### config.mk
export PLATFORM = sky130hd
export DESIGN_NAME = sync_rx_multi
export DESIGN_NICKNAME = d
export VERILOG_FILES = /design/src/rtl/sync_rx_multi.sv
export SDC_FILE = /design/constraint.sdc
export NUM_CORES = 1
export LEC_CHECK = 0
export ABC_AREA = 1
export ABC_CLOCK_PERIOD_IN_PS = 1200
export BUFFER_PORTS_ARGS = -buffer_cell sky130_fd_sc_hd__buf_4
export CAP_MARGIN = 10
export CORE_ASPECT_RATIO = 0.5
export CORE_UTILIZATION = 46
export CTS_BUF_LIST = sky130_fd_sc_hd__clkbuf_16
export DETAILED_ROUTE_END_ITERATION = 6
export PLACE_DENSITY = 0.81
export SETUP_SLACK_MARGIN = 0.5
export SLEW_MARGIN = 20
export SYNTH_ARGS = -nofsm -noshare
export SYNTH_HDL_FRONTEND = slang
export SYNTH_SLANG_ARGS = --single-unit
### constraint.sdc
create_clock -name clk -period 1.2 [get_ports clk]
set_input_delay 0.06 -clock clk [delete_from_list [all_inputs] [get_ports clk]]
set_output_delay 0.06 -clock clk [all_outputs]
set_load 0.005 [all_outputs]
### src/rtl/sync_rx_multi.sv
// Multi-channel receive-side bus synchroniser: per-channel toggle request sync, settle delay,
// capture with a one-cycle valid pulse, toggle ack back to the sender, sticky overrun flag.
module sync_rx_multi #(
  parameter int W           = 32,
  parameter int NCH         = 4,
  parameter int SYNC_STAGES = 2,
  parameter int SETTLE_CYC  = 0
) (
  input  logic             clk,
  input  logic             rst,
  input  logic [NCH*W-1:0] in_data,
  input  logic [NCH-1:0]   in_req_tgl,
  output logic [NCH-1:0]   in_ack_tgl,
  output logic [NCH*W-1:0] out_data,
  output logic [NCH-1:0]   out_vld,
  input  logic             clr_err,
  output logic [NCH-1:0]   err_ovr
);

  typedef enum logic [1:0] {IDLE, WAIT, CAP, ACK} state_e;

  localparam bit         HAS_WAIT   = (SETTLE_CYC > 0);
  localparam logic [7:0] SETTLE_CNT = 8'(SETTLE_CYC);

  for (genvar c = 0; c < NCH; c++) begin : g_ch
    logic [SYNC_STAGES-1:0] sync_q;
    logic                   req_last_q, req_last_d;
    state_e                 state_q, state_d;
    logic [7:0]             cnt_q, cnt_d;
    logic                   ack_q, ack_d;
    logic                   vld_q, vld_d;
    logic                   err_q, err_d;
    logic [W-1:0]           data_q, data_d;
    logic                   req_edge;

    assign req_edge = sync_q[SYNC_STAGES-1] ^ req_last_q;

    always_ff @(posedge clk) begin
      if (rst) begin
        sync_q     <= '0;
        req_last_q <= 1'b0;
        state_q    <= IDLE;
        cnt_q      <= 8'd0;
        ack_q      <= 1'b0;
        vld_q      <= 1'b0;
        err_q      <= 1'b0;
        data_q     <= '0;
      end else begin
        sync_q     <= {sync_q[SYNC_STAGES-2:0], in_req_tgl[c]};
        req_last_q <= req_last_d;
        state_q    <= state_d;
        cnt_q      <= cnt_d;
        ack_q      <= ack_d;
        vld_q      <= vld_d;
        err_q      <= err_d;
        data_q     <= data_d;
      end
    end

    always_comb begin
      state_d    = state_q;
      req_last_d = req_last_q;
      cnt_d      = cnt_q;
      ack_d      = ack_q;
      vld_d      = 1'b0;
      data_d     = data_q;
      err_d      = err_q;

      case (state_q)
        IDLE: begin
          if (req_edge) begin
            req_last_d = sync_q[SYNC_STAGES-1];
            cnt_d      = SETTLE_CNT;
            if (HAS_WAIT) state_d = WAIT;
            else          state_d = CAP;
          end
        end
        WAIT: begin
          // Only reachable when a settle delay is configured.
          if (HAS_WAIT) begin
            cnt_d = cnt_q - 8'd1;
            if (cnt_q == 8'd1) state_d = CAP;
          end else begin
            state_d = IDLE;
          end
        end
        CAP: begin
          data_d  = in_data[c*W +: W];
          vld_d   = 1'b1;
          state_d = ACK;
        end
        ACK: begin
          ack_d   = ~ack_q;
          state_d = IDLE;
        end
      endcase

      // A request edge while busy stays pending; setting wins over a same-cycle clear.
      if (clr_err) err_d = 1'b0;
      if (req_edge && (state_q != IDLE)) err_d = 1'b1;
    end

    assign out_data[c*W +: W] = data_q;
    assign out_vld[c]         = vld_q;
    assign in_ack_tgl[c]      = ack_q;
    assign err_ovr[c]         = err_q;
  end

endmodule

==> results of run 1 <==
per-stage QoR:
| step | cells | utilization | cell area [um^2] | worst slack [ns] | hold WS (ns) |
|---|---|---|---|---|---|
| after floorplan | 715 | - | 5899 | 0.3057 | 0.1670 |
| after global placement | 1109 | 0.6457 | 7828 | 0.1463 | 0.2692 |
| after detailed placement | 1109 | 0.6457 | 7828 | 0.07529 | 0.2714 |
| after CTS | 1320 | 0.9205 | 11160 | 0.1978 | 0.0005737 |
what timing repair did:
item                                    in CTS
pin swaps                                   33
buffers inserted                            37
endpoints found under the setup margin     291
endpoints found under the hold margin      136
hold buffers                               133
gates cloned                                 9
gates resized for setup                    366
logic make-up after synthesis:
logic type | Yosys count | share of synthesized area
and+or+nand+nor | 328 | 0.2291
DFF | 160 | 0.5471
buffers and inverters | 87 | 0.1015
AOI/OAI and AO/OA | 140 | 0.1222
==> flow_summary.ini, run 1 <==
[cts]
htree_levels = 4
cts_buffers = 17
cts.path.max_buffers = 2
cts_root_buf = clkbuf_16
cts_sinks = 160

[place]
gp_congestion = 0.7784
numPortBuffers = 274
hpwlAfterDp_um = 10420

[yosys]
synth_cell_type_count = 21
yosys.area.top_type = dfxtp_1
synth_area_leaders = dfxtp_1 55%, nand2_1 17%, a21oi_1 12%
synth_top_flop_cell = dfxtp_1
yosys_register_bits = 160
synthCells = 715
syn_area_mm2 = 0.005854
synth_top_cell_area_share = 0.5471
syn-mean-instance-area_um2 = 8.188
synthMostInstantiatedCell = nand2_1
async_flop_share = 0
ys_seq_area_frac = 0.5471
synth_common_cells = 264 x nand2_1, 160 x dfxtp_1, 136 x a21oi_1
syn_nets = 850
yosysWarnings = 0
synth_edf_count = 0

[floorplanning]
die_h_um = 81.77
rows = 28
die_x_um = 161.5
start_util = 0.4830
io_pins = 275

[timing]
grt-worst-endpoint = g_ch[3].data_q[31]$_SDFFE_PP0P_/D
endpoint_type = register input

[status]
stop_error = [ERROR DPL-0038] Utilization greater than 100%, impossible to legalize
status = did not finish
failing_step = 5_1_grt

[global_route]
grt_max_degree = 53
==> run 2: changes to the inputs <==
--- a/config.mk
+++ b/config.mk
@@ -9,12 +9,9 @@
 export ABC_CLOCK_PERIOD_IN_PS = 1200
 export BUFFER_PORTS_ARGS = -buffer_cell sky130_fd_sc_hd__buf_4
 export CAP_MARGIN = 10
-export CORE_ASPECT_RATIO = 0.5
-export CORE_UTILIZATION = 46
-export CTS_BUF_LIST = sky130_fd_sc_hd__clkbuf_16
+export CORE_UTILIZATION = 35
 export DETAILED_ROUTE_END_ITERATION = 6
-export PLACE_DENSITY = 0.81
-export SETUP_SLACK_MARGIN = 0.5
+export PLACE_DENSITY_LB_ADDON = 0.15
 export SLEW_MARGIN = 20
 export SYNTH_ARGS = -nofsm -noshare
 export SYNTH_HDL_FRONTEND = slang
==> flow_summary.ini, run 2 <==
[status]
status = completed

[timing]
setup_slack_ns = 0.08507
setup_violations = 0
fin_crit_ns = 1.115
worst_pin_slew_ns = 0.3227
relSlewSlack = 0.7849
fin_skew_ns = 0.007166
max_freq_ghz = 0.8969
fin_crit_sh = 0.9291
finalMaxSlewViolations = 0
rsz0062_at_grt = true
holdWs_ns = 0.3986
hold_viol = 0

[worst_setup_path]
reg2reg_from = g_ch[3].state_q[1]
crit_path_start_kind = flop
critPathMaxStageDelay_ns = 0.41
cp_max_fo = 32
crit_type = flop to flop
cp_cell_sequence = nand2_4, inv_6, nand2_2, a21oi_1
worstPathArrival_ns = 1.45
required_ns = 1.53
crit_start = g_ch[3].state_q[1]
slowest_stage = dfxtp_1
cp-end-kind = flop

[place]
place_ws_ns = 0.07978
dp_cells = 1163
gp_congestion = 0.7685
numPortBuffers = 274
hpwlAfterDp_um = 10110

[flow_run]
cap_violations = 0

[routing]
dr.pass1.iters = 5
via_per_inst = 4.412
route.detailed.drc = 0
routed_wirelength_um = 16610
drt_iter0_markers = 198
vias = 5863
antenna_left = 0
wire_per_inst_um = 12.50

[cells_and_area]
antenna_cells = 0
layout.nets = 1235
final_cells = 1329
area.growth.synth_to_final_pct = 67.79
largest_reg_flops = 128
final_cell_mix = 280 x buf_4, 264 x nand2_1, 160 x dfxtp_1, 136 x a21oi_1, 134 x dlygate4sd3_1
drive_gt1_frac = 0.3145
final_common_cell = buf_4
top_register = g_ch.data_q
top_regs = g_ch.data_q (128), g_ch.state_q (8), g_ch.sync_q (8)

[global_route]
grt-ovfl-total = 0
antenna_found_initial = 0
grtUsageTotal = 0.1904
grt_max_degree = 58
grt_pass1_vias = 5563
grt_pass1_wl_um = 26880

[hold_path]
holdCritStartpoint = g_ch[1].sync_q[0]
hold_class = flop to flop

[floorplanning]
die_h_um = 131.3
dieArea_mm2 = 0.01725
io_pins = 275
die_x_um = 131.3
core_mm2 = 0.01612
start_util = 0.3633
rows = 46

[cts]
path_clk_slew_ns = 0.06
cts_root_buf = clkbuf_16
cts_buffers = 17
clock_latency_ns = 0.42
cts_tree = yes
cts_sinks = 160
htree_levels = 4
post-cts-setup-buffers = 0
cts.path.max_buffers = 2

[yosys]
synth_common_cells = 264 x nand2_1, 160 x dfxtp_1, 136 x a21oi_1
synthCells = 715
synth_top_cell_area_share = 0.5471
synth_area_leaders = dfxtp_1 55%, nand2_1 17%, a21oi_1 12%
syn-mean-instance-area_um2 = 8.188
synth_top_flop_cell = dfxtp_1
syn_area_mm2 = 0.005854
yosysWarnings = 0
yosys_register_bits = 160
yosys.area.top_type = dfxtp_1
synth_cell_type_count = 21
synth_edf_count = 0
async_flop_share = 0
ys_seq_area_frac = 0.5471
synthMostInstantiatedCell = nand2_1
syn_nets = 850

[pwr]
power.density_mw_per_mm2 = 1422
vdd_drop_max_v = 0.0009102
p_leak_nw = 4.305
## run 2: cell counts after synthesis
Identical to the previous run, type by type.
## run 2: path summary, 6_finish.rpt
kind	to	slack, ns	cells after the start
max	g_ch[3].data_q[10]	0.09	4
min	g_ch[1].sync_q[1]	0.40	2
max reg2reg	g_ch[3].data_q[10]	0.09	4
min reg2reg	g_ch[1].sync_q[1]	0.40	2
## run 2: critical path: cells and delay by family, from the launching register on
family / cells / cell delay, ns
buffers and inverters: 1 / 0.26
flip-flops: 1 / 0.41
AO/OA/AOI/OAI: 1 / 0.17
AND/OR/NAND/NOR: 2 / 0.19
## run 2: per-layer routing
layer,vias up,share of wire,global-route usage
met5,-,0,0
met4,0,0.023,0.07494
met3,30,0.067,0.05826
met2,207,0.47,0.3186
met1,2608,0.44,0.2273
li1,3018,-,-
## run 2: power by group
group          leakage (nW)  internal [mW]  switching (mW)
clock                 0.291           3.45            2.10
sequential             1.30           5.72           0.227
combinational          2.71           1.35            1.13
## run 2: area by class of cell
type / instances / area (um^2)
Fill cell: 1405 / 6292
Timing Repair Buffer: 420 / 3537
Sequential cell: 160 / 3203
Multi-Input combinational cell: 468 / 2057
Clock buffer: 24 / 481.7
Tap cell: 216 / 270.3
Inverter: 33 / 146.4
Clock inverter: 8 / 127.6
## run 2: cell families (layout without fill, tap and decap cells)
kind of cell,Yosys count,after routing,share of synthesized area
compound gates,140,140,0.1222
flops,160,160,0.5471
simple gates,328,328,0.2291
buf+inv,87,485,0.1015
## run 2: repair_timing
item                       in CTS  in global routing
hold buffers                  134                  0
gates resized for setup         0                  7
hold endpoints to repair      136                  0
setup endpoints to repair       0                 33
## run 2: stage by stage
| step | cell area [um^2] | util | power, mW | setup TNS, ns |
|---|---|---|---|---|
| finish | 9823 | 0.6096 | 13.97 | 0 |
| detailed placement | 7851 | 0.4872 | 8.151 | 0 |
| floorplan | 5854 | - | 7.218 | 0 |
| CTS | 9802 | 0.6082 | 14.12 | 0 |
| global route | 9823 | 0.6096 | 14.65 | -0.02679 |
| global placement | 7851 | 0.4872 | 8.133 | 0 |
Note: power is estimated with default switching activity, not from simulation.
